<file path="src/rtl/pll_lock_supervisor_if.sv">
// Bus between the PLL lock supervisor and its surroundings.
// Inputs to the supervisor: INIT_DONE (sync level), PLL_LOCK and MON_TOGGLE (async).
// Outputs: PLL_POWERDOWN_N, CLK_OK, FAULT, RESTART_CNT[3:0], FREQ_COUNT[15:0], FREQ_VALID.
interface pll_lock_supervisor_if;
  logic        INIT_DONE;
  logic        PLL_LOCK;
  logic        MON_TOGGLE;
  logic        PLL_POWERDOWN_N;
  logic        CLK_OK;
  logic        FAULT;
  logic [3:0]  RESTART_CNT;
  logic [15:0] FREQ_COUNT;
  logic        FREQ_VALID;

  // Supervisor side
  modport slave (
    input  INIT_DONE, PLL_LOCK, MON_TOGGLE,
    output PLL_POWERDOWN_N, CLK_OK, FAULT, RESTART_CNT, FREQ_COUNT, FREQ_VALID
  );

  // System / stimulus side
  modport master (
    output INIT_DONE, PLL_LOCK, MON_TOGGLE,
    input  PLL_POWERDOWN_N, CLK_OK, FAULT, RESTART_CNT, FREQ_COUNT, FREQ_VALID
  );
endinterface

</file>
<file path="src/rtl/pll_lock_supervisor.sv">
// PLL lock supervisor: sequences PLL powerdown, debounces lock, measures the
// monitored clock frequency per window and retries / faults on failure.
// Ports: CLK, RST (sync, active-high), bus (pll_lock_supervisor_if.slave) carrying
// INIT_DONE, PLL_LOCK, MON_TOGGLE in and PLL_POWERDOWN_N, CLK_OK, FAULT,
// RESTART_CNT, FREQ_COUNT, FREQ_VALID out (all outputs registered).
module pll_lock_supervisor #(
  parameter int unsigned WINDOW        = 1024,
  parameter int unsigned MIN_EDGES     = 496,
  parameter int unsigned MAX_EDGES     = 528,
  parameter int unsigned LOCK_DEBOUNCE = 16,
  parameter int unsigned PD_HOLD       = 64,
  parameter int unsigned LOCK_TIMEOUT  = 4096,
  parameter int unsigned MAX_RETRIES   = 3
) (
  input  logic                 CLK,
  input  logic                 RST,
  pll_lock_supervisor_if.slave bus
);

  localparam int unsigned WIN_W = (WINDOW > 1)       ? $clog2(WINDOW)       : 1;
  localparam int unsigned PD_W  = (PD_HOLD > 1)      ? $clog2(PD_HOLD)      : 1;
  localparam int unsigned TO_W  = (LOCK_TIMEOUT > 1) ? $clog2(LOCK_TIMEOUT) : 1;
  localparam int unsigned DEB_W = $clog2(LOCK_DEBOUNCE + 1);
  localparam int unsigned CNT_W = 16;

  typedef enum logic [2:0] {
    S_IDLE      = 3'd0,
    S_POWERDOWN = 3'd1,
    S_WAIT_LOCK = 3'd2,
    S_MEASURE   = 3'd3,
    S_RUNNING   = 3'd4,
    S_FAULT_ST  = 3'd5
  } state_e;

  state_e             state_q;
  logic               lock_meta_q, lock_sync_q;
  logic               tog_meta_q, tog_sync_q, tog_prev_q;
  logic [DEB_W-1:0]   deb_cnt_q, deb_cnt_d;
  logic [PD_W-1:0]    pd_cnt_q;
  logic [TO_W-1:0]    wt_cnt_q;
  logic [WIN_W-1:0]   win_cnt_q;
  logic [CNT_W-1:0]   edge_cnt_q, edge_cnt_d;
  logic               pd_n_q, clk_ok_q, fault_q, freq_valid_q;
  logic [3:0]         restart_q;
  logic [CNT_W-1:0]   freq_count_q;

  logic               stable_c, edge_c, win_close_c, in_range_c, retry_c, retry_ok_c;

  // Debounce, edge detect and window bookkeeping
  always_comb begin
    deb_cnt_d = '0;
    if (lock_sync_q) begin
      deb_cnt_d = (deb_cnt_q == DEB_W'(LOCK_DEBOUNCE)) ? deb_cnt_q : deb_cnt_q + DEB_W'(1);
    end
    // Stable lock is judged on the updated count so a low sample drops it in the same cycle
    stable_c    = (deb_cnt_d == DEB_W'(LOCK_DEBOUNCE));
    edge_c      = tog_sync_q ^ tog_prev_q;
    edge_cnt_d  = (edge_cnt_q == 16'hFFFF) ? edge_cnt_q : edge_cnt_q + CNT_W'(edge_c);
    win_close_c = (win_cnt_q == WIN_W'(WINDOW - 1));
    in_range_c  = (edge_cnt_d >= CNT_W'(MIN_EDGES)) && (edge_cnt_d <= CNT_W'(MAX_EDGES));
    retry_ok_c  = (restart_q < 4'(MAX_RETRIES));
  end

  // One retry request per cycle, whichever failure caused it
  always_comb begin
    retry_c = 1'b0;
    if (bus.INIT_DONE) begin
      case (state_q)
        S_WAIT_LOCK: retry_c = !stable_c && (wt_cnt_q == TO_W'(LOCK_TIMEOUT - 1));
        S_MEASURE:   retry_c = win_close_c && !in_range_c;
        S_RUNNING:   retry_c = !stable_c || (win_close_c && !in_range_c);
        default:     retry_c = 1'b0;
      endcase
    end
  end

  // Synchronizers, counters and state machine
  always_ff @(posedge CLK) begin
    if (RST) begin
      state_q      <= S_IDLE;
      lock_meta_q  <= 1'b0;
      lock_sync_q  <= 1'b0;
      tog_meta_q   <= 1'b0;
      tog_sync_q   <= 1'b0;
      tog_prev_q   <= 1'b0;
      deb_cnt_q    <= '0;
      pd_cnt_q     <= '0;
      wt_cnt_q     <= '0;
      win_cnt_q    <= '0;
      edge_cnt_q   <= '0;
      pd_n_q       <= 1'b0;
      clk_ok_q     <= 1'b0;
      fault_q      <= 1'b0;
      freq_valid_q <= 1'b0;
      restart_q    <= '0;
      freq_count_q <= '0;
    end else begin
      lock_meta_q  <= bus.PLL_LOCK;
      lock_sync_q  <= lock_meta_q;
      tog_meta_q   <= bus.MON_TOGGLE;
      tog_sync_q   <= tog_meta_q;
      tog_prev_q   <= tog_sync_q;
      deb_cnt_q    <= deb_cnt_d;
      freq_valid_q <= 1'b0;

      case (state_q)
        S_IDLE: begin
          pd_n_q   <= 1'b0;
          clk_ok_q <= 1'b0;
          if (bus.INIT_DONE) begin
            pd_cnt_q <= '0;
            state_q  <= S_POWERDOWN;
          end
        end
        S_POWERDOWN: begin
          if (pd_cnt_q == PD_W'(PD_HOLD - 1)) begin
            pd_n_q   <= 1'b1;
            wt_cnt_q <= '0;
            state_q  <= S_WAIT_LOCK;
          end else begin
            pd_cnt_q <= pd_cnt_q + PD_W'(1);
          end
        end
        S_WAIT_LOCK: begin
          if (stable_c) begin
            win_cnt_q  <= '0;
            edge_cnt_q <= '0;
            state_q    <= S_MEASURE;
          end else begin
            wt_cnt_q <= wt_cnt_q + TO_W'(1);
          end
        end
        S_MEASURE, S_RUNNING: begin
          // An edge seen in the closing cycle belongs to the window being closed
          if (win_close_c) begin
            freq_count_q <= edge_cnt_d;
            freq_valid_q <= 1'b1;
            edge_cnt_q   <= '0;
            win_cnt_q    <= '0;
            if (in_range_c) begin
              clk_ok_q <= 1'b1;
              state_q  <= S_RUNNING;
            end
          end else begin
            edge_cnt_q <= edge_cnt_d;
            win_cnt_q  <= win_cnt_q + WIN_W'(1);
          end
        end
        S_FAULT_ST: begin
          pd_n_q   <= 1'b0;
          clk_ok_q <= 1'b0;
          fault_q  <= 1'b1;
        end
        default: state_q <= S_IDLE;
      endcase

      // Retry overrides the normal progression above
      if (retry_c) begin
        pd_n_q   <= 1'b0;
        clk_ok_q <= 1'b0;
        pd_cnt_q <= '0;
        if (retry_ok_c) begin
          restart_q <= restart_q + 4'd1;
          state_q   <= S_POWERDOWN;
        end else begin
          fault_q <= 1'b1;
          state_q <= S_FAULT_ST;
        end
      end

      // Losing INIT_DONE sends everything but FAULT_ST back to IDLE
      if (!bus.INIT_DONE && (state_q != S_FAULT_ST)) begin
        pd_n_q   <= 1'b0;
        clk_ok_q <= 1'b0;
        state_q  <= S_IDLE;
      end
    end
  end

  assign bus.PLL_POWERDOWN_N = pd_n_q;
  assign bus.CLK_OK          = clk_ok_q;
  assign bus.FAULT           = fault_q;
  assign bus.RESTART_CNT     = restart_q;
  assign bus.FREQ_COUNT      = freq_count_q;
  assign bus.FREQ_VALID      = freq_valid_q;

endmodule
</file>
<file path="src/flat_wrapper.sv">
// flat-port wrapper written by rule: the top's interface ports become plain ports
module pll_lock_supervisor_flat 
#(
  parameter int unsigned WINDOW        = 1024,
  parameter int unsigned MIN_EDGES     = 496,
  parameter int unsigned MAX_EDGES     = 528,
  parameter int unsigned LOCK_DEBOUNCE = 16,
  parameter int unsigned PD_HOLD       = 64,
  parameter int unsigned LOCK_TIMEOUT  = 4096,
  parameter int unsigned MAX_RETRIES   = 3
)
  (CLK, RST, bus_INIT_DONE, bus_PLL_LOCK, bus_MON_TOGGLE, bus_PLL_POWERDOWN_N, bus_CLK_OK, bus_FAULT, bus_RESTART_CNT, bus_FREQ_COUNT, bus_FREQ_VALID);
  pll_lock_supervisor_if bus_i ();
  input  logic CLK;
  input  logic RST;
  input wire logic [$bits(bus_i.INIT_DONE)-1:0] bus_INIT_DONE;
  input wire logic [$bits(bus_i.PLL_LOCK)-1:0] bus_PLL_LOCK;
  input wire logic [$bits(bus_i.MON_TOGGLE)-1:0] bus_MON_TOGGLE;
  output wire logic [$bits(bus_i.PLL_POWERDOWN_N)-1:0] bus_PLL_POWERDOWN_N;
  output wire logic [$bits(bus_i.CLK_OK)-1:0] bus_CLK_OK;
  output wire logic [$bits(bus_i.FAULT)-1:0] bus_FAULT;
  output wire logic [$bits(bus_i.RESTART_CNT)-1:0] bus_RESTART_CNT;
  output wire logic [$bits(bus_i.FREQ_COUNT)-1:0] bus_FREQ_COUNT;
  output wire logic [$bits(bus_i.FREQ_VALID)-1:0] bus_FREQ_VALID;
  assign bus_i.INIT_DONE = bus_INIT_DONE;
  assign bus_i.PLL_LOCK = bus_PLL_LOCK;
  assign bus_i.MON_TOGGLE = bus_MON_TOGGLE;
  assign bus_PLL_POWERDOWN_N = bus_i.PLL_POWERDOWN_N;
  assign bus_CLK_OK = bus_i.CLK_OK;
  assign bus_FAULT = bus_i.FAULT;
  assign bus_RESTART_CNT = bus_i.RESTART_CNT;
  assign bus_FREQ_COUNT = bus_i.FREQ_COUNT;
  assign bus_FREQ_VALID = bus_i.FREQ_VALID;
  pll_lock_supervisor #(.WINDOW(WINDOW), .MIN_EDGES(MIN_EDGES), .MAX_EDGES(MAX_EDGES), .LOCK_DEBOUNCE(LOCK_DEBOUNCE), .PD_HOLD(PD_HOLD), .LOCK_TIMEOUT(LOCK_TIMEOUT), .MAX_RETRIES(MAX_RETRIES)) u_core (.CLK(CLK), .RST(RST), .bus(bus_i));
endmodule
</file>
<file path="config.mk">
export PLATFORM = sky130hd
export DESIGN_NAME = pll_lock_supervisor_flat
export DESIGN_NICKNAME = d
export VERILOG_FILES = /design/src/rtl/pll_lock_supervisor_if.sv /design/src/rtl/pll_lock_supervisor.sv /design/src/flat_wrapper.sv
export SDC_FILE = /design/constraint.sdc
export NUM_CORES = 1
export LEC_CHECK = 0
export CORE_MARGIN = 2
export CORE_UTILIZATION = 58
export CTS_BUF_LIST = sky130_fd_sc_hd__clkbuf_8
export DETAILED_ROUTE_END_ITERATION = 8
export PLACE_DENSITY_LB_ADDON = 0.2
export SYNTH_ARGS = -nofsm -noshare
export SYNTH_HDL_FRONTEND = slang
export SYNTH_SLANG_ARGS = --single-unit
</file>
<file path="constraint.sdc">
create_clock -name CLK -period 3.2 [get_ports CLK]
set_clock_uncertainty 0.15 [all_clocks]
set_input_delay 0.48 -clock CLK [delete_from_list [all_inputs] [get_ports CLK]]
set_output_delay 0.48 -clock CLK [all_outputs]
set_load 0.1 [all_outputs]
</file>
==> impl_metrics.ini, run 1 <==
[routing]
drt_pass1_iterations = 5
drc = 0
vias = 3647
drtAntennaViolNets = 0
via_per_inst = 5.89
post_drt_wl_per_cell_um = 15.5
route.final.wire_length_um = 9600
drt_iter0_markers = 240

[setup_path]
path_cells = xor2_1 -> ha_2 -> nand4_1 -> nor3_2 -> mux2i_1 -> nand3_1 -> or4_4 -> a21oi_4 -> nor2_2 -> a2111oi_2
cp_top_family = simple AND/OR/NAND/NOR gates
path_max_fanout = 9
required_ns = 3.31
regToRegStartpoint = u_core.tog_sync_q$_SDFF_PP0_
cp-start-kind = flip-flop
crit_slowest_cell = or4_4
worstPathArrival_ns = 3.11
r2r-end = u_core.pd_cnt_q[2]$_SDFFE_PP0P_
rrSetupSlack_ns = 0.20
path_class = flip-flop to flip-flop
ff2ff_path_depth = 10
critical_path_buf_inv_count = 0
cpPeakStageDelay_ns = 0.59
endpoint_kind = flip-flop

[layout]
final_net_count = 531
fin_cells = 619
final_cell_area_mm2 = 0.00473
fillers = 566
drive_gt1_share_pct = 16.6
final_common_cell = dfxtp_1
layout_common_cells = 79 x dfxtp_1, 71 x nor2_1, 44 x buf_4, 33 x nand2_1, 27 x a21oi_1
antenna_cells = 0
area_growth_pct = 15.9

[clock_tree]
clkTransAtPathRegs_ns = 0.08
cts_buffers = 9
tritoncts = built
clock_path_buffers = 2
clkLatencyLatePin_ns = 0.35
cts_hold_buf = 0
post_cts_buffers = 0
cts_root_buffer = clkbuf_8
htreeDepth = 3
clock-sinks = 81

[min_path]
min_from = u_core.bus.FREQ_COUNT[2]$_SDFFE_PP0P_
min_path_type = flip-flop to flip-flop
worstHoldEndpoint = u_core.bus.FREQ_COUNT[2]$_SDFFE_PP0P_
min_path_cells = 2

[yosys]
synth_flop_cell = dfxtp_1
synth-edff-count = 0
seq_area_frac_synth_pct = 39.8
yosys_warnings = 0
synth_nets = 496
async_reset_ff_share_pct = 0
netlist_area_mm2 = 0.00408
synth_cells = 483
ys_seq_elements = 81
synth_area_per_cell_um2 = 8.44
synthDistinctLibCells = 62

[timing]
max_slew_margin_pct = 54.6
fin_setup_tns_ns = 0
fmax_ghz = 0.333
setup_violations = 0
tightestPinTransition_ns = 0.680
layout_worst_path_cycle_share_pct = 93.8
period_minus_slack_ns = 3.00
rsz0062_at_grt = false
hold_viol = 0
drv_slew = 0

[global_route]
grt_max_degree = 26
grt_use_total_pct = 26.7
grt_pass1_vias = 3339
grt_pass1_wl_um = 16100
overflow = 0
grt_antenna_before_repair = 0

[job]
max-cap-violations = 0

[power_and_ir_drop]
leakagePower_nw = 1.62
powerDensity_mw_per_mm2 = 407
power_w = 0.00192
worst_ir_drop_vdd_v = 0.000279

[die]
placementRows = 30
die-area_mm2 = 0.00772
core_mm2 = 0.00679
die_h_um = 87.8
start_util_pct = 60.0
die_w_um = 87.8
pin_count = 29

[placement]
gp_congestion = 1.05
port_buffers = 28
placed_cell_area_mm2 = 0.00446
dpl.cell_count = 603
dpl.hpwl_um = 6960

[status]
status = finished clean
where the power goes:
part	leakage [nW]	internal, W	switching [W]
sequential	0.655	0.00101	0.00000633
combinational	0.848	0.0000244	0.0000399
clock	0.113	0.000463	0.000377
total	1.62	0.00150	0.000423
flip-flops by register name (all words and copies together) (netlist names):
register,flops
u_core.bus.CLK_OK,1
u_core.bus.FREQ_COUNT,16
u_core.bus.PLL_POWERDOWN_N,1
u_core.edge_cnt_q,16
u_core.win_cnt_q,10
u_core.pd_cnt_q,6
u_core.tog_prev_q,1
u_core.state_q,3
u_core.bus.RESTART_CNT,4
u_core.bus.FREQ_VALID,1
u_core.wt_cnt_q,12
u_core.lock_sync_q,1
u_core.deb_cnt_q,5
u_core.tog_meta_q,1
u_core.tog_sync_q,1
u_core.lock_meta_q,1
u_core.bus.FAULT,1
synthesized netlist by cell type, types with 3 or more instances:
cell type,number,area share [%]
nor2b_1,11,1.7
or3_1,5,0.77
o21ai_1,3,0.37
nor3b_1,3,0.55
and4_1,7,1.5
ha_1,8,2.5
nand4_1,13,2.0
nand2b_1,5,0.77
xnor2_1,19,4.1
nor3_1,17,2.1
xor2_1,24,5.2
a2111oi_2,6,2.2
a21oi_1,27,3.3
o211ai_1,4,0.74
dfxtp_1,81,40
a31oi_1,3,0.46
buf_2,4,0.49
nand3_1,23,2.8
and3_1,8,1.2
nand3b_1,3,0.55
clkbuf_1,17,1.6
nor2_1,71,6.5
or4_1,3,0.55
o21ai_0,9,1.1
or2_2,3,0.46
nand2_1,33,3.0
inv_1,12,1.1
a211oi_1,19,3.5
stage by stage:
step                setup WS (ns)  util, %  hold WS (ns)
floorplan                   0.271        -         0.264
global placement            0.184     65.7         0.278
detailed placement          0.115     65.7         0.288
CTS                         0.106     69.0         0.311
global route              0.00751     69.6         0.328
finish                      0.198     69.6         0.309
layout make-up:
type	instances	area [um^2]	share of cell area, %
Timing Repair Buffer	48	370	7.83
Tap cell	96	120	2.54
Clock inverter	6	90.1	1.91
Multi-Input combinational cell	366	2340	49.5
Sequential cell	81	1620	34.4
Clock buffer	10	138	2.91
Inverter	12	45.0	0.953
worst max-delay path by stage:
stage / startpoint / end / slack [ns] / cells past startpoint
final: u_core.tog_sync_q$_SDFF_PP0_ / u_core.pd_cnt_q[2]$_SDFFE_PP0P_ / 0.20 / 10
after global routing: u_core.tog_sync_q$_SDFF_PP0_ / u_core.pd_cnt_q[0]$_SDFFE_PP0P_ / 0.008 / 10
after CTS: u_core.edge_cnt_q[10]$_SDFFE_PP0P_ / u_core.bus.CLK_OK$_SDFFE_PP0P_ / 0.11 / 8
after detailed placement: u_core.edge_cnt_q[10]$_SDFFE_PP0P_ / u_core.state_q[1]$_SDFFE_PP0P_ / 0.12 / 8
after global placement: u_core.tog_prev_q$_SDFF_PP0_ / u_core.state_q[1]$_SDFFE_PP0P_ / 0.18 / 11
after floorplan: u_core.tog_sync_q$_SDFF_PP0_ / u_core.pd_cnt_q[0]$_SDFFE_PP0P_ / 0.27 / 10
logic make-up after synthesis:
family                   count (synthesis)  synth area share, %
AND/OR/NAND/NOR                        216                 27.0
AO/OA/AOI/OAI                           96                 17.1
flip-flops                              81                 39.8
XOR/XNOR                                43                 9.24
buffers and inverters                   36                 3.71
adder cells (fa/ha/maj)                  8                 2.45
multiplexers                             3                0.767
worst reg2reg max path: stages (launching register included):
cell,delay [ns]
dfxtp_1,0.34
xor2_1,0.16
ha_2,0.25
nand4_1,0.15
nor3_2,0.24
mux2i_1,0.32
nand3_1,0.11
or4_4,0.59
a21oi_4,0.15
nor2_2,0.13
a2111oi_2,0.31
timing repair:
item	CTS	global route
gates resized for setup	0	9
endpoints found under the hold margin	0	0
setup endpoints to repair	0	13
per-layer routing:
metal / part of all wire (%) / wire (um) / global-route usage [%] / vias up
met5: 0 / 0 / 0 / -
met3: 4.9 / 470 / 6.22 / 21
met4: 2.1 / 201 / 8.67 / 0
met1: 47 / 4540 / 37.4 / 1708
li1: - / - / - / 1794
met2: 46 / 4380 / 40.8 / 124
Note: power is estimated with default switching activity, not from simulation.
==> run 2, diff against run 1 <==
CAP_MARGIN = 20   (was default)
==> results of run 2 <==
No change in the layout: final DEF, timing and power equal those of run 1.
==> run 3, diff against run 2 <==
CORE_UTILIZATION = 55   (was 58)
clock period = 2.47 ns   (was 3.2 ns; I/O delays follow)
==> impl_metrics.ini, run 3 (synthesis gave the netlist of run 1 again) <==
[routing]
drc = 0
vias = 4240
drt_iter0_markers = 255
drt_pass1_iterations = 5
drtAntennaViolNets = 0
post_drt_wl_per_cell_um = 17.2
route.final.wire_length_um = 12400
via_per_inst = 5.91

[timing]
hold_viol = 0
period_minus_slack_ns = 3.03
max_slew_margin_pct = 66.7
final.setup.worst_slack_ns = -0.556
finalHoldWorstSlack_ns = 0.294
fmax_ghz = 0.330
setup_violations = 25
tightestPinTransition_ns = 0.500
rsz0062_at_grt = true
layout_worst_path_cycle_share_pct = 123
drv_slew = 0
fin_setup_tns_ns = -7.52

[layout]
fillers = 483
final_common_cell = buf_4
layout_common_cells = 126 x buf_4, 77 x dfxtp_1, 67 x nor2_1, 28 x nand2_1, 24 x xor2_1
antenna_cells = 0
fin_cells = 718
fin_util_pct = 81.4
area_growth_pct = 44.0
final_net_count = 627
drive_gt1_share_pct = 37.6

[global_route]
grt_use_total_pct = 27.6
overflow = 0
grt_max_degree = 26
grt_pass1_wl_um = 18300
grt_antenna_before_repair = 0
grt_pass1_vias = 3923

[setup_path]
required_ns = 2.62
r2r-end = u_core.bus.RESTART_CNT[0]$_SDFFE_PP0P_
cp_top_family = simple AND/OR/NAND/NOR gates
critical_path_buf_inv_count = 3
endpoint_kind = flip-flop
ff2ff_path_depth = 14
cp-start-kind = flip-flop
worstPathArrival_ns = 3.18
path_class = flip-flop to flip-flop
cpPeakStageDelay_ns = 0.47
crit_top_cell = buf_4
path_max_fanout = 4
rrSetupSlack_ns = -0.56
path_cells = xor2_1 -> ha_2 -> buf_4 -> ha_4 -> and3_4 -> and3_4 -> o211ai_1 -> o21ai_1 -> buf_4 -> nand4_1 -> a21oi_4 -> buf_4 -> or4_4 -> a21oi_2
crit_slowest_cell = or4_4
regToRegStartpoint = u_core.tog_sync_q$_SDFF_PP0_

[die]
placementRows = 31
core_mm2 = 0.00721
die_h_um = 90.1
die-area_mm2 = 0.00812
die_w_um = 90.1
start_util_pct = 56.5
pin_count = 29

[min_path]
min_path_type = flip-flop to flip-flop
min_from = u_core.tog_meta_q$_SDFF_PP0_
min_path_cells = 1
worstHoldEndpoint = u_core.tog_sync_q$_SDFF_PP0_

[power_and_ir_drop]
p_comb_share_pct = 4.6
power_w = 0.00249
power_frac_clock_pct = 42.5
power_switching_w = 0.000569
powerDensity_mw_per_mm2 = 424
worst_ir_drop_vdd_v = 0.000318
p_int_w = 0.00192
p_seq_share_pct = 52.8
leakagePower_nw = 2.24
switching_share_pct = 22.8

[status]
status = finished, violations left
violations = setup timing

[placement]
dpl.cell_count = 674
port_buffers = 28
dpl.hpwl_um = 7840
gp_congestion = 0.967

[job]
max-cap-violations = 0

[clock_tree]
htreeDepth = 3
clkTransAtPathRegs_ns = 0.08
clock_path_buffers = 2
cts_root_buffer = clkbuf_8
tritoncts = built
cts_buffers = 9
clkLatencyLatePin_ns = 0.36
clock-sinks = 81
cts_hold_buf = 0
## run 3: changes by cell type in the layout (fill, tap and decap cells not counted), sizes merged
| cell | previous run | this run |
|---|---|---|
| inv | 13 | 15 |
| buf | 44 | 139 |
| clkinvlp | 1 | 0 |
## run 3: worst register-to-register path: cells and delay by family, from the launching register on
kind / cells / cell delay (ns)
AOI/OAI and AO/OA: 4 / 0.50
adders and majority gates: 2 / 0.34
DFF: 1 / 0.33
and+or+nand+nor: 4 / 1.01
xor gates and xnor gates: 1 / 0.15
buffers and inverters: 3 / 0.47
## run 3: worst max path at each step
stage,startpoint,end,cells past startpoint
2_1_floorplan,u_core.tog_prev_q$_SDFF_PP0_,u_core.bus.CLK_OK$_SDFFE_PP0P_,10
3_3_place_gp,u_core.tog_sync_q$_SDFF_PP0_,u_core.bus.CLK_OK$_SDFFE_PP0P_,10
3_5_place_dp,u_core.tog_prev_q$_SDFF_PP0_,u_core.bus.CLK_OK$_SDFFE_PP0P_,10
4_1_cts,u_core.tog_sync_q$_SDFF_PP0_,u_core.bus.CLK_OK$_SDFFE_PP0P_,10
5_1_grt,u_core.tog_sync_q$_SDFF_PP0_,u_core.bus.CLK_OK$_SDFFE_PP0P_,14
6_report,u_core.tog_sync_q$_SDFF_PP0_,u_core.bus.RESTART_CNT[0]$_SDFFE_PP0P_,14
## run 3: final cells by class
type                            count  area [um^2]  area share [%]
Clock buffer                        9          124            2.11
Clock inverter                      7         86.3            1.47
Inverter                           12         50.0           0.853
Multi-Input combinational cell    366         2680            45.6
Sequential cell                    81         1630            27.7
Tap cell                           99          124            2.11
Timing Repair Buffer              144         1180            20.2
## run 3: power by group through the flow
| stage | clock network, W | logic [W] | registers, W |
|---|---|---|---|
| 6_report | 0.00106 | 0.000116 | 0.00132 |
| 5_1_grt | 0.00113 | 0.000124 | 0.00132 |
| 4_1_cts | 0.00106 | 0.000104 | 0.00132 |
| 3_5_place_dp | 0 | 0.000101 | 0.00135 |
| 3_3_place_gp | 0 | 0.0000990 | 0.00135 |
| 2_1_floorplan | 0 | 0.0000577 | 0.00135 |
## run 3: stage by stage
step / cell area (um^2) / setup slack [ns]
floorplan: 4100 / -0.371
global placement: 5040 / -0.383
detailed placement: 5040 / -0.451
CTS: 5400 / -0.389
global route: 5870 / -0.671
finish: 5870 / -0.556
## run 3: timing repair
| item | CTS | global route |
|---|---|---|
| endpoints found under the setup margin | 34 | 46 |
| pin swaps | 7 | 54 |
| gates resized for setup | 18 | 72 |
| buffers inserted | 12 | 20 |
## run 3: routing by layer
layer  GRT usage [%]  wire [um]
met1            35.3       5100
met2            46.2       6040
met3            6.04        858
met4            9.23        363
met5               0          0
